$ cat src/rtl/sram_req_ctrl.sv
// Request/response bridge to a single-port synchronous SRAM macro: issues one
// access per fire, captures DO a cycle later and returns in-order responses.
module sram_req_ctrl #(
  parameter int ADDR_WIDTH = 11,
  parameter int DATA_WIDTH = 32,
  parameter int RSP_DEPTH  = 2,
  parameter int READ_ONLY  = 0
) (
  input  logic                    CK,
  input  logic                    RST,
  input  logic                    req_valid,
  output logic                    req_ready,
  input  logic [ADDR_WIDTH+1:0]   req_addr,
  input  logic                    req_write,
  input  logic [DATA_WIDTH/8-1:0] req_byte,
  input  logic [DATA_WIDTH-1:0]   req_wdata,
  output logic                    rsp_valid,
  input  logic                    rsp_ready,
  output logic [DATA_WIDTH-1:0]   rsp_rdata,
  output logic                    rsp_write,
  output logic                    rsp_err,
  output logic                    CS,
  output logic [ADDR_WIDTH-1:0]   A,
  output logic                    WE,
  output logic [DATA_WIDTH/8-1:0] BYTE,
  output logic [DATA_WIDTH-1:0]   DI,
  input  logic [DATA_WIDTH-1:0]   DO
);

  localparam int PW = (RSP_DEPTH > 1) ? $clog2(RSP_DEPTH) : 1;
  localparam int CW = $clog2(RSP_DEPTH + 1);
  localparam logic [CW:0]   DEPTH_C = (CW+1)'(RSP_DEPTH);
  localparam logic [PW-1:0] LAST_P  = PW'(RSP_DEPTH - 1);
  localparam logic          RO      = (READ_ONLY != 0);

  typedef struct packed {
    logic [DATA_WIDTH-1:0] rdata;
    logic                  wr;
    logic                  err;
  } rsp_t;

  rsp_t          fifo_q [RSP_DEPTH];
  logic [PW-1:0] wp_q, wp_d, rp_q, rp_d;
  logic [CW-1:0] cnt_q, cnt_d;
  logic          infl_q, infl_wr_q, infl_err_q;

  logic          fire, pop, push, ro_wr;
  logic [CW:0]   occ;
  rsp_t          push_ent, head;
  logic          unused_addr_lsb;

  assign unused_addr_lsb = ^req_addr[1:0];

  // Counting the in-flight access reserves its buffer slot one cycle early,
  // which is what keeps the FIFO from ever overflowing.
  assign occ       = {1'b0, cnt_q} + {{CW{1'b0}}, infl_q};
  assign rsp_valid = (cnt_q != '0);
  assign pop       = rsp_valid & rsp_ready;
  assign req_ready = ~RST & ((occ < DEPTH_C) | pop);
  assign fire      = req_valid & req_ready;
  assign ro_wr     = RO & req_write;

  assign CS   = fire & ~ro_wr;
  assign WE   = fire & req_write & ~RO;
  assign A    = req_addr[ADDR_WIDTH+1:2];
  assign BYTE = req_byte;
  assign DI   = req_wdata;

  assign push           = infl_q;
  assign push_ent.rdata = infl_wr_q ? '0 : DO;
  assign push_ent.wr    = infl_wr_q;
  assign push_ent.err   = infl_err_q;

  assign head      = fifo_q[rp_q];
  assign rsp_rdata = rsp_valid ? head.rdata : '0;
  assign rsp_write = rsp_valid & head.wr;
  assign rsp_err   = rsp_valid & head.err;

  always_comb begin
    wp_d  = wp_q;
    rp_d  = rp_q;
    cnt_d = cnt_q;
    if (push) wp_d = (wp_q == LAST_P) ? '0 : wp_q + PW'(1);
    if (pop)  rp_d = (rp_q == LAST_P) ? '0 : rp_q + PW'(1);
    case ({push, pop})
      2'b10:   cnt_d = cnt_q + CW'(1);
      2'b01:   cnt_d = cnt_q - CW'(1);
      default: cnt_d = cnt_q;
    endcase
  end

  always_ff @(posedge CK) begin
    if (RST) begin
      wp_q       <= '0;
      rp_q       <= '0;
      cnt_q      <= '0;
      infl_q     <= 1'b0;
      infl_wr_q  <= 1'b0;
      infl_err_q <= 1'b0;
    end else begin
      wp_q       <= wp_d;
      rp_q       <= rp_d;
      cnt_q      <= cnt_d;
      infl_q     <= fire;
      infl_wr_q  <= req_write;
      infl_err_q <= ro_wr;
      if (push) fifo_q[wp_q] <= push_ent;
    end
  end

endmodule

$ cat config.mk
export PLATFORM = sky130hd
export DESIGN_NAME = sram_req_ctrl
export DESIGN_NICKNAME = d
export VERILOG_FILES = /design/src/rtl/sram_req_ctrl.sv
export SDC_FILE = /design/constraint.sdc
export NUM_CORES = 1
export LEC_CHECK = 0
export ABC_AREA = 1
export CORE_UTILIZATION = 35
export DETAILED_ROUTE_END_ITERATION = 10
export PLACE_DENSITY = 0.72
export SLEW_MARGIN = 40
export SYNTH_ARGS = -nofsm -noshare
export SYNTH_HDL_FRONTEND = slang
export SYNTH_SLANG_ARGS = --single-unit
$ cat constraint.sdc
create_clock -name CK -period 5.2 [get_ports CK]
set_input_delay 1.3 -clock CK [delete_from_list [all_inputs] [get_ports CK]]
set_output_delay 1.3 -clock CK [all_outputs]
set_load 0.005 [all_outputs]
==> Word-level counts from Yosys, hierarchy flattened <==
Memories as Yosys holds them, arrays and structs flattened. A register that Yosys moved wholly into a read port is not among the register bits.
Cells that the tools add are included.
{ "op_classes": {"n_addsub": 5, "order_cmp": 1, "eq_ne": 2, "mux": 10, "bitwise": 8, "reduce_logical": 2} }
{ "op_table": {"columns": ["op", "count"], "rows": [
  ["two-way mux 32 bit", 2],
  ["two-way mux 1 bit", 7],
  ["bitwise AND 1 bit", 5],
  ["case mux 2 bit (2 select lines)", 1],
  ["nonzero test 2 bit", 2],
  ["adder 2 x 1 -> 3 bit", 1],
  ["less-than comparator 3 x 2 -> 1 bit, second input constant", 1],
  ["adder 1 bit, second input constant", 2],
  ["adder 2 x 1 -> 2 bit, second input constant", 1],
  ["== test 2 x 1 -> 1 bit, second input constant", 1],
  ["== test 2 bit, second input constant", 1],
  ["subtractor 2 x 1 -> 2 bit, second input constant", 1],
  ["bitwise AND 1 bit, second input constant", 1],
  ["NOT 1 bit", 1],
  ["bitwise OR 1 bit", 1]
]} }
{ "totals": {"regBits": 6, "ramBits": 66, "input_bits": 86, "out_inout_bits": 85, "elab_cells": 34, "mem_count": 1} }
{ "mem_list": {"columns": ["name", "words", "word_bits", "read_ports", "rd_clocked_by_memory_dff", "wr", "line_no", "source"], "rows": [
  ["fifo_q", 2, 33, 1, 1, 1, "42", "rsp_t fifo_q [RSP_DEPTH];"]
]} }

==> Longest topological paths before layout <==
Gate-level depths: netlist of the first run.
{ "logic_depth": {"ltp_word": 6, "ltp_mapped": 8, "depth_no_buf": 8} }

==> Worst setup path after synthesis of the first run <==
No wires, ideal clock.
{ "synth_path": {"path_kind": "input-to-reg", "startpoint": "in RST", "endpoint": "mem fifo_q[1][0] (netlist name) (enable)", "setup_ns": 0.465, "t_arrival_ns": 3.648, "t_required_ns": 4.735, "slack_ns": 1.087, "cell_stages": 1, "n_path_buf": 0, "path_cell_list": "nor3_1"} }
{ "synth_via": {"elab_chain_len": 2} }
{ "synth_rtl": {"columns": ["element", "line_no", "source"], "rows": [
  ["from (decl)", "10", "input logic RST,"],
  ["two-way mux 1 bit", "93", "if (RST) begin"],
  ["two-way mux 1 bit (implied by the code)", "107", "if (push) fifo_q[wp_q] <= push_ent;"],
  ["to (decl)", "42", null]
]} }
No other way between the ends.

==> Worst setup path in the final report of the first run <==
{ "layout_path": {"startpoint": "in RST", "endpoint": "out WE"} }
{ "layout_via": {"elab_chain_len": 4} }
{ "layout_rtl": {"columns": ["element", "line_no", "source"], "rows": [
  ["NOT 1 bit", "59", "assign req_ready = ~RST & ((occ < DEPTH_C) | pop);"],
  ["bitwise AND 1 bit", "59", null],
  ["bitwise AND 1 bit", "60", "assign fire = req_valid & req_ready;"],
  ["bitwise AND 1 bit", "64", "assign WE = fire & req_write & ~RO;"],
  ["to (decl)", "24", "output logic WE,"]
]} }
No other way between the ends.

==> reports/qor.csv, run 1 <==
stage,metric,value,unit
outcome,outcome,finished clean,
routing,wl,6710,um
synthesis,synth_top_area_cell,edfxtp_1,
setup_path,rr_startpoint,cnt_q[1]$_SDFFE_PP0P_,
clocking,insertion_delay,340,ps
timing,max-slew-margin-rel,60.7,%
power_and_ir_drop,power_density,331,nW/um^2
synthesis,ys_warn_count,0,
clocking,cts_buffer_depth,2,
routing,drcViolationCount,0,
final_layout,fin_util,44.2,%
synthesis,syn_area,3400,sq um
final_layout,fin_nets,457,
synthesis,synth-seq-cells,73,
setup_path,critPathLaunchType,input port,
clocking,htreeDepth,3,
timing,tns,0,ps
placed_design,hpwl,4510,um
floorplan,core_area,9330,sq um
timing,setup_viol,0,
clocking,cts_tree,yes,
routing,wire_per_inst,13.3,um
global_routing,grt_pass1_vias,2218,
setup_path,critPathArrivalTime,2810,ps
routing,vias,2194,
timing,skew,9.62,ps
power_and_ir_drop,p_total,1.37,mW
floorplan,die_area,10100,sq um
floorplan,fp.dieW,101,um
min_path,holdPathStages,2,
synthesis,ys_types,18,
min_path,hp-start,wp_q$_SDFFE_PP0P_,
min_path,hold_path_end,wp_q$_SDFFE_PP0P_,
power_and_ir_drop,ir_drop,158,uV
synthesis,avgSynthCellArea,9.95,sq um
clocking,post_cts_buffers,0,
timing,rsz0062_at_grt,no,
global_routing,antenna_found_initial,0,
synthesis,netlist_instances,342,
placed_design,dp_cells,488,
clocking,cts.sinks,73,
routing,routed_via_density,4.35,
clocking,clockRootBuffer,clkbuf_8,
timing,slew_viol_final,0,
routing,final_antenna_net_count,0,
floorplan,num_rows,35,
floorplan,start_util,36.5,%
job,maxCapViolCount,0,
timing,hold_viol,0,
global_routing,grt_max_degree,34,
setup_path,critPathKind,in2out,
timing,period_needed,4110,ps
synthesis,ys_seq_area_share,62.4,%
setup_path,rr_worst_depth,9,
timing,fmaxAchievable,243,MHz
clocking,numCtsBuffers,9,
final_layout,diodes,0,
clocking,clkSlewWorstSetupHoldPaths,70,ps
global_routing,grt_usage,13.7,%
final_layout,drive_gt1_share,5.87,%
clocking,cts-resized-gates,0,
routing,dr.pass1.iters,4,
setup_path,reg2reg_slack,3390,ps
synthesis,synth_top_area_share,58.3,%
setup_path,r2r_end,cnt_q[1]$_SDFFE_PP0P_,
final_layout,instances_no_fill,504,
floorplan,io_pins,171,
global_routing,grt_pass1_wl,10300,um
floorplan,die_h,101,um
min_path,hp-class,reg2reg,
timing,tightest_slew,589,ps
synthesis,yosys-top-cells-area,"edfxtp_1 58%, buf_4 11%, nand2_1 8.5%",
final_layout,areaGrowthSynthToFinish,21.2,%
setup_path,cp-end-kind,output port,
placed_design,gp_congestion,0.675,
timing,post-route-period-util,79.0,%
global_routing,overflow,0,
placed_design,port_buffers,73,
power_and_ir_drop,power_leakage,1.62,nW
setup_path,required,3900,ps
clocking,ctsHoldBuffers,0,
setup_path,critical_path.max_fanout,6,
synthesis,syn-num-nets,429,
routing,drt_iter0_drc,118,
## critical path: stages
cell and delay, ps:
clkdlybuf4s50_1 540, inv_1 180, nand3_1 140, nor2_1 120, clkdlybuf4s50_1 520
## flip-flops by register name, indices dropped and copies added (netlist names), named ones only
name / flops
fifo_q: 66
cnt_q: 2
infl_q: 1
infl_wr_q: 1
rp_q: 1
wp_q: 1
## how the worst max path moves through the flow
stage / startpoint / to / slack, ps / cells past startpoint
after floorplan: RST / fifo_q[1][0]$_DFFE_PP_ / 1090 / 1
final: RST / WE / 1090 / 5
after detailed placement: RST / WE / 1070 / 5
after CTS: RST / WE / 1060 / 5
after global placement: RST / WE / 1160 / 5
after global routing: RST / WE / 990 / 5
## per-layer routing
layer | wire length [um] | vias up | global-route usage [%]
li1 | - | 1090 | -
met1 | 2590 | 1019 | 14.8
met2 | 3610 | 63 | 24.4
met3 | 373 | 22 | 4.65
met4 | 137 | 0 | 5.57
met5 | 0 | - | 0
## report_power, final
| part | switching [mW] | internal (mW) |
|---|---|---|
| Sequential | 0.0108 | 0.662 |
| Clock | 0.186 | 0.214 |
| Combinational | 0.143 | 0.151 |
## layout by cell type, fill, tap and decap left out, types with 2 or more instances in the layout
master,synthesis,final
nand2_1,77,77
edfxtp_1,66,66
clkbuf_1,3,4
clkbuf_8,0,12
inv_1,44,44
clkdlybuf4s50_1,0,73
nor2_4,1,2
buf_4,51,3
dfxtp_1,7,7
a21oi_1,36,36
nor2_1,42,41
## kinds of logic after synthesis
| family | after synthesis | share of synthesized area, % |
|---|---|---|
| compound gates | 37 | 5.44 |
| simple gates | 124 | 14.1 |
| fa+ha+maj | 1 | 0.368 |
| flops | 73 | 62.4 |
| buf+inv | 106 | 17.6 |
| other cells | 1 | 0.110 |
## area by class of cell
cell class              instances  area (sq um)
fillers                       866          5200
well taps                     129           161
clock buffers                  16           180
flip-flops and latches         73          2120
repair buffers                 78           796
inverters                      45           169
multi-input cells             163           694
## metrics by stage
step	hold WS (ps)	instance area, sq um	setup slack, ps
after global routing	505	4120	987
final	489	4120	1090
after detailed placement	473	3940	1070
after global placement	452	3900	1160
after floorplan	438	3400	1090
after CTS	482	4120	1060
## cell usage after synthesis
cell and n:
nand2_1 77, edfxtp_1 66, buf_4 51, inv_1 44
nor2_1 42, a21oi_1 36, buf_2 7, dfxtp_1 7
clkbuf_1 3, conb_1 1, ha_1 1, inv_2 1
nand3_1 1, nand4_1 1, nor2_2 1, nor2_4 1
nor3_1 1, o21ai_0 1
(Power assumes the default switching activity.)
==> inputs of run 2 (changes only) <==
==> constraint.sdc (replaced) <==
create_clock -name CK -period 4.1 [get_ports CK]
set_input_delay 1.025 -clock CK [delete_from_list [all_inputs] [get_ports CK]]
set_output_delay 1.025 -clock CK [all_outputs]
set_load 0.005 [all_outputs]
==> run 2 against run 1 <==
Sequential power rose by 28%. Register-to-register slack worse by 1000 ps. Clock power increased by 28%. Flip-flop and latch count did not move.
==> reports/qor.csv, run 2 (same netlist as run 1, synthesis figures left out) <==
stage,metric,value,unit,change
routing,dr.pass1.iters,4,,unchanged
final_layout,diodes,0,,unchanged
setup_path,cp-end-kind,output port,,unchanged
clocking,clkSlewWorstSetupHoldPaths,70,ps,about the same
min_path,hp-class,reg2reg,,unchanged
global_routing,grt_pass1_vias,2313,,was 2218
floorplan,core_area,9330,sq um,unchanged
placed_design,hpwl,4530,um,was 4510 um
placed_design,port_buffers,73,,unchanged
final_layout,layout.cells.most_common_list,"77 x nand2_1, 73 x clkdlybuf4s50_1, 66 x edfxtp_1",,unchanged
global_routing,grt_usage,14.1,%,was 13.7%
placed_design,gp_congestion,0.731,,was 0.675
final_layout,drive_gt1_share,5.88,%,was 5.87%
floorplan,io_pins,171,,unchanged
timing,hold_viol,0,,unchanged
routing,wl,6750,um,was 6710 um
outcome,outcome,finished clean,,unchanged
setup_path,critPathArrivalTime,2510,ps,was 2810 ps
clocking,insertion_delay,340,ps,about the same
final_layout,reg_top3,"fifo_q (66), cnt_q (2)",,unchanged
timing,post-route-period-util,86.2,%,
job,maxCapViolCount,0,,unchanged
routing,wire_per_inst,13.4,um,was 13.3 um
global_routing,overflow,0,,unchanged
power_and_ir_drop,ir_drop,180,uV,was 158 uV
clocking,clockRootBuffer,clkbuf_8,,unchanged
timing,whs,479,ps,was 489 ps
routing,vias,2212,,was 2194
final_layout,largest_reg_flops,66,,unchanged
placed_design,dp_worst_setup_slack,566,ps,was 1070 ps
final_layout,fillers,914,,was 866
power_and_ir_drop,clock_power_share,29.6,%,was 29.2%
final_layout,regMostFlops,fifo_q,,unchanged
power_and_ir_drop,power_density,421,nW/um^2,was 331 nW/um^2
clocking,cts.sinks,73,,unchanged
final_layout,multi_input_area,694,sq um,unchanged
setup_path,required,3070,ps,was 3900 ps
timing,tns,0,ps,unchanged
floorplan,fp.dieW,101,um,unchanged
power_and_ir_drop,power.switching,434,uW,was 340 uW
timing,slew_viol_final,0,,unchanged
global_routing,grt_pass1_wl,10600,um,was 10300 um
clocking,cts-resized-gates,0,,unchanged
global_routing,antenna_found_initial,0,,unchanged
timing,fmaxAchievable,283,MHz,
setup_path,critPathLaunchType,input port,,unchanged
routing,drt_iter0_drc,96,,was 118
timing,skew,6.02,ps,was 9.62 ps
clocking,numCtsBuffers,9,,unchanged
clocking,ctsHoldBuffers,0,,unchanged
timing,tightest_slew,648,ps,was 589 ps
power_and_ir_drop,p_total,1.73,mW,was 1.37 mW
floorplan,die_h,101,um,unchanged
timing,max-slew-margin-rel,56.8,%,was 60.7%
floorplan,die_area,10100,sq um,unchanged
routing,routed_via_density,4.40,,was 4.35
power_and_ir_drop,power_leakage,1.61,nW,was 1.62 nW
final_layout,regArea,2120,sq um,unchanged
routing,drcViolationCount,0,,unchanged
setup_path,critical_path.max_fanout,6,,unchanged
power_and_ir_drop,p_comb_share,20.6,%,was 21.5%
final_layout,fin_nets,457,,unchanged
clocking,htreeDepth,3,,unchanged
clocking,post_cts_buffers,0,,unchanged
power_and_ir_drop,switching_share,25.1,%,was 24.9%
timing,rsz0062_at_grt,no,,unchanged
timing,fin_ws,567,ps,was 1090 ps
setup_path,critPathKind,in2out,,unchanged
global_routing,grt_max_degree,34,,unchanged
final_layout,final_common_cell,nand2_1,,unchanged
clocking,cts_tree,yes,,unchanged
final_layout,postLayoutCellArea,4110,sq um,was 4120 sq um
power_and_ir_drop,p_int,1.29,mW,was 1.03 mW
power_and_ir_drop,seqPwrFrac,49.8,%,was 49.3%
final_layout,areaGrowthSynthToFinish,20.7,%,was 21.2%
placed_design,placed_cell_area,3930,sq um,was 3940 sq um
timing,setup_viol,0,,unchanged
clocking,cts_buffer_depth,2,,unchanged
timing,period_needed,3530,ps,
floorplan,start_util,36.5,%,unchanged
routing,final_antenna_net_count,0,,unchanged
floorplan,num_rows,35,,unchanged
==> run 2: cell count changes in the layout (fill, tap and decap cells not counted) <==
cell / change
buf_8: +1
clkinv_2: +2
bufinv_16: +1
clkbuf_1: -3
clkbuf_8: -3
clkinv_1: +2
buf_16: -1
==> run 2: power by group through the flow <==
stage                     logic, mW  registers (mW)  clock network, mW
final                         0.356           0.860              0.512
after global routing          0.394           0.864              0.557
after CTS                     0.363           0.861              0.525
after detailed placement      0.361           0.877                  0
after global placement        0.346           0.876                  0
after floorplan               0.204           0.866                  0
==> run 2: cell type report <==
class	instances	area share, %
Inverter	45	4.11
Timing Repair Buffer	78	19.1
Sequential cell	73	51.7
Clock inverter	5	1.16
Clock buffer	10	3.11
Multi-Input combinational cell	163	16.9
Tap cell	129	3.93
==> run 2: path summary, 6_finish.rpt <==
check	slack (ps)	from	cells past startpoint	endpoint
max	570	RST	5	WE
min	480	wp_q$_SDFFE_PP0P_	2	wp_q$_SDFFE_PP0P_
max reg2reg	2360	cnt_q[0]$_SDFFE_PP0P_	9	cnt_q[1]$_SDFFE_PP0P_
min reg2reg	480	wp_q$_SDFFE_PP0P_	2	wp_q$_SDFFE_PP0P_
==> run 2: layer usage <==
metal | track usage (%) | wire length, um
met1 | 15.5 | 2670
met2 | 25.2 | 3510
met3 | 2.84 | 391
met4 | 8.47 | 175
met5 | 0 | 0
==> run 2: critical path, cell delays in order <==
cell and delay (ps):
clkdlybuf4s50_1 550, inv_1 190, nand3_1 140, nor2_1 110, clkdlybuf4s50_1 500
==> run 2: metrics by stage <==
| stage | cells | util [%] |
|---|---|---|
| 6_report | 503 | 44.0 |
| 4_1_cts | 503 | 44.0 |
| 3_3_place_gp | 486 | 41.8 |
| 3_5_place_dp | 488 | 42.1 |
| 5_1_grt | 503 | 44.0 |
| 2_1_floorplan | 342 | - |
==> inputs of run 3 (changes only) <==
--- a/config.mk
+++ b/config.mk
@@ -6,6 +6,7 @@
 export NUM_CORES = 1
 export LEC_CHECK = 0
 export ABC_AREA = 1
+export CAP_MARGIN = 20
 export CORE_UTILIZATION = 35
 export DETAILED_ROUTE_END_ITERATION = 10
 export PLACE_DENSITY = 0.72
==> results of run 3 <==
Final layout, timing and power as in run 2 (identical DEF).
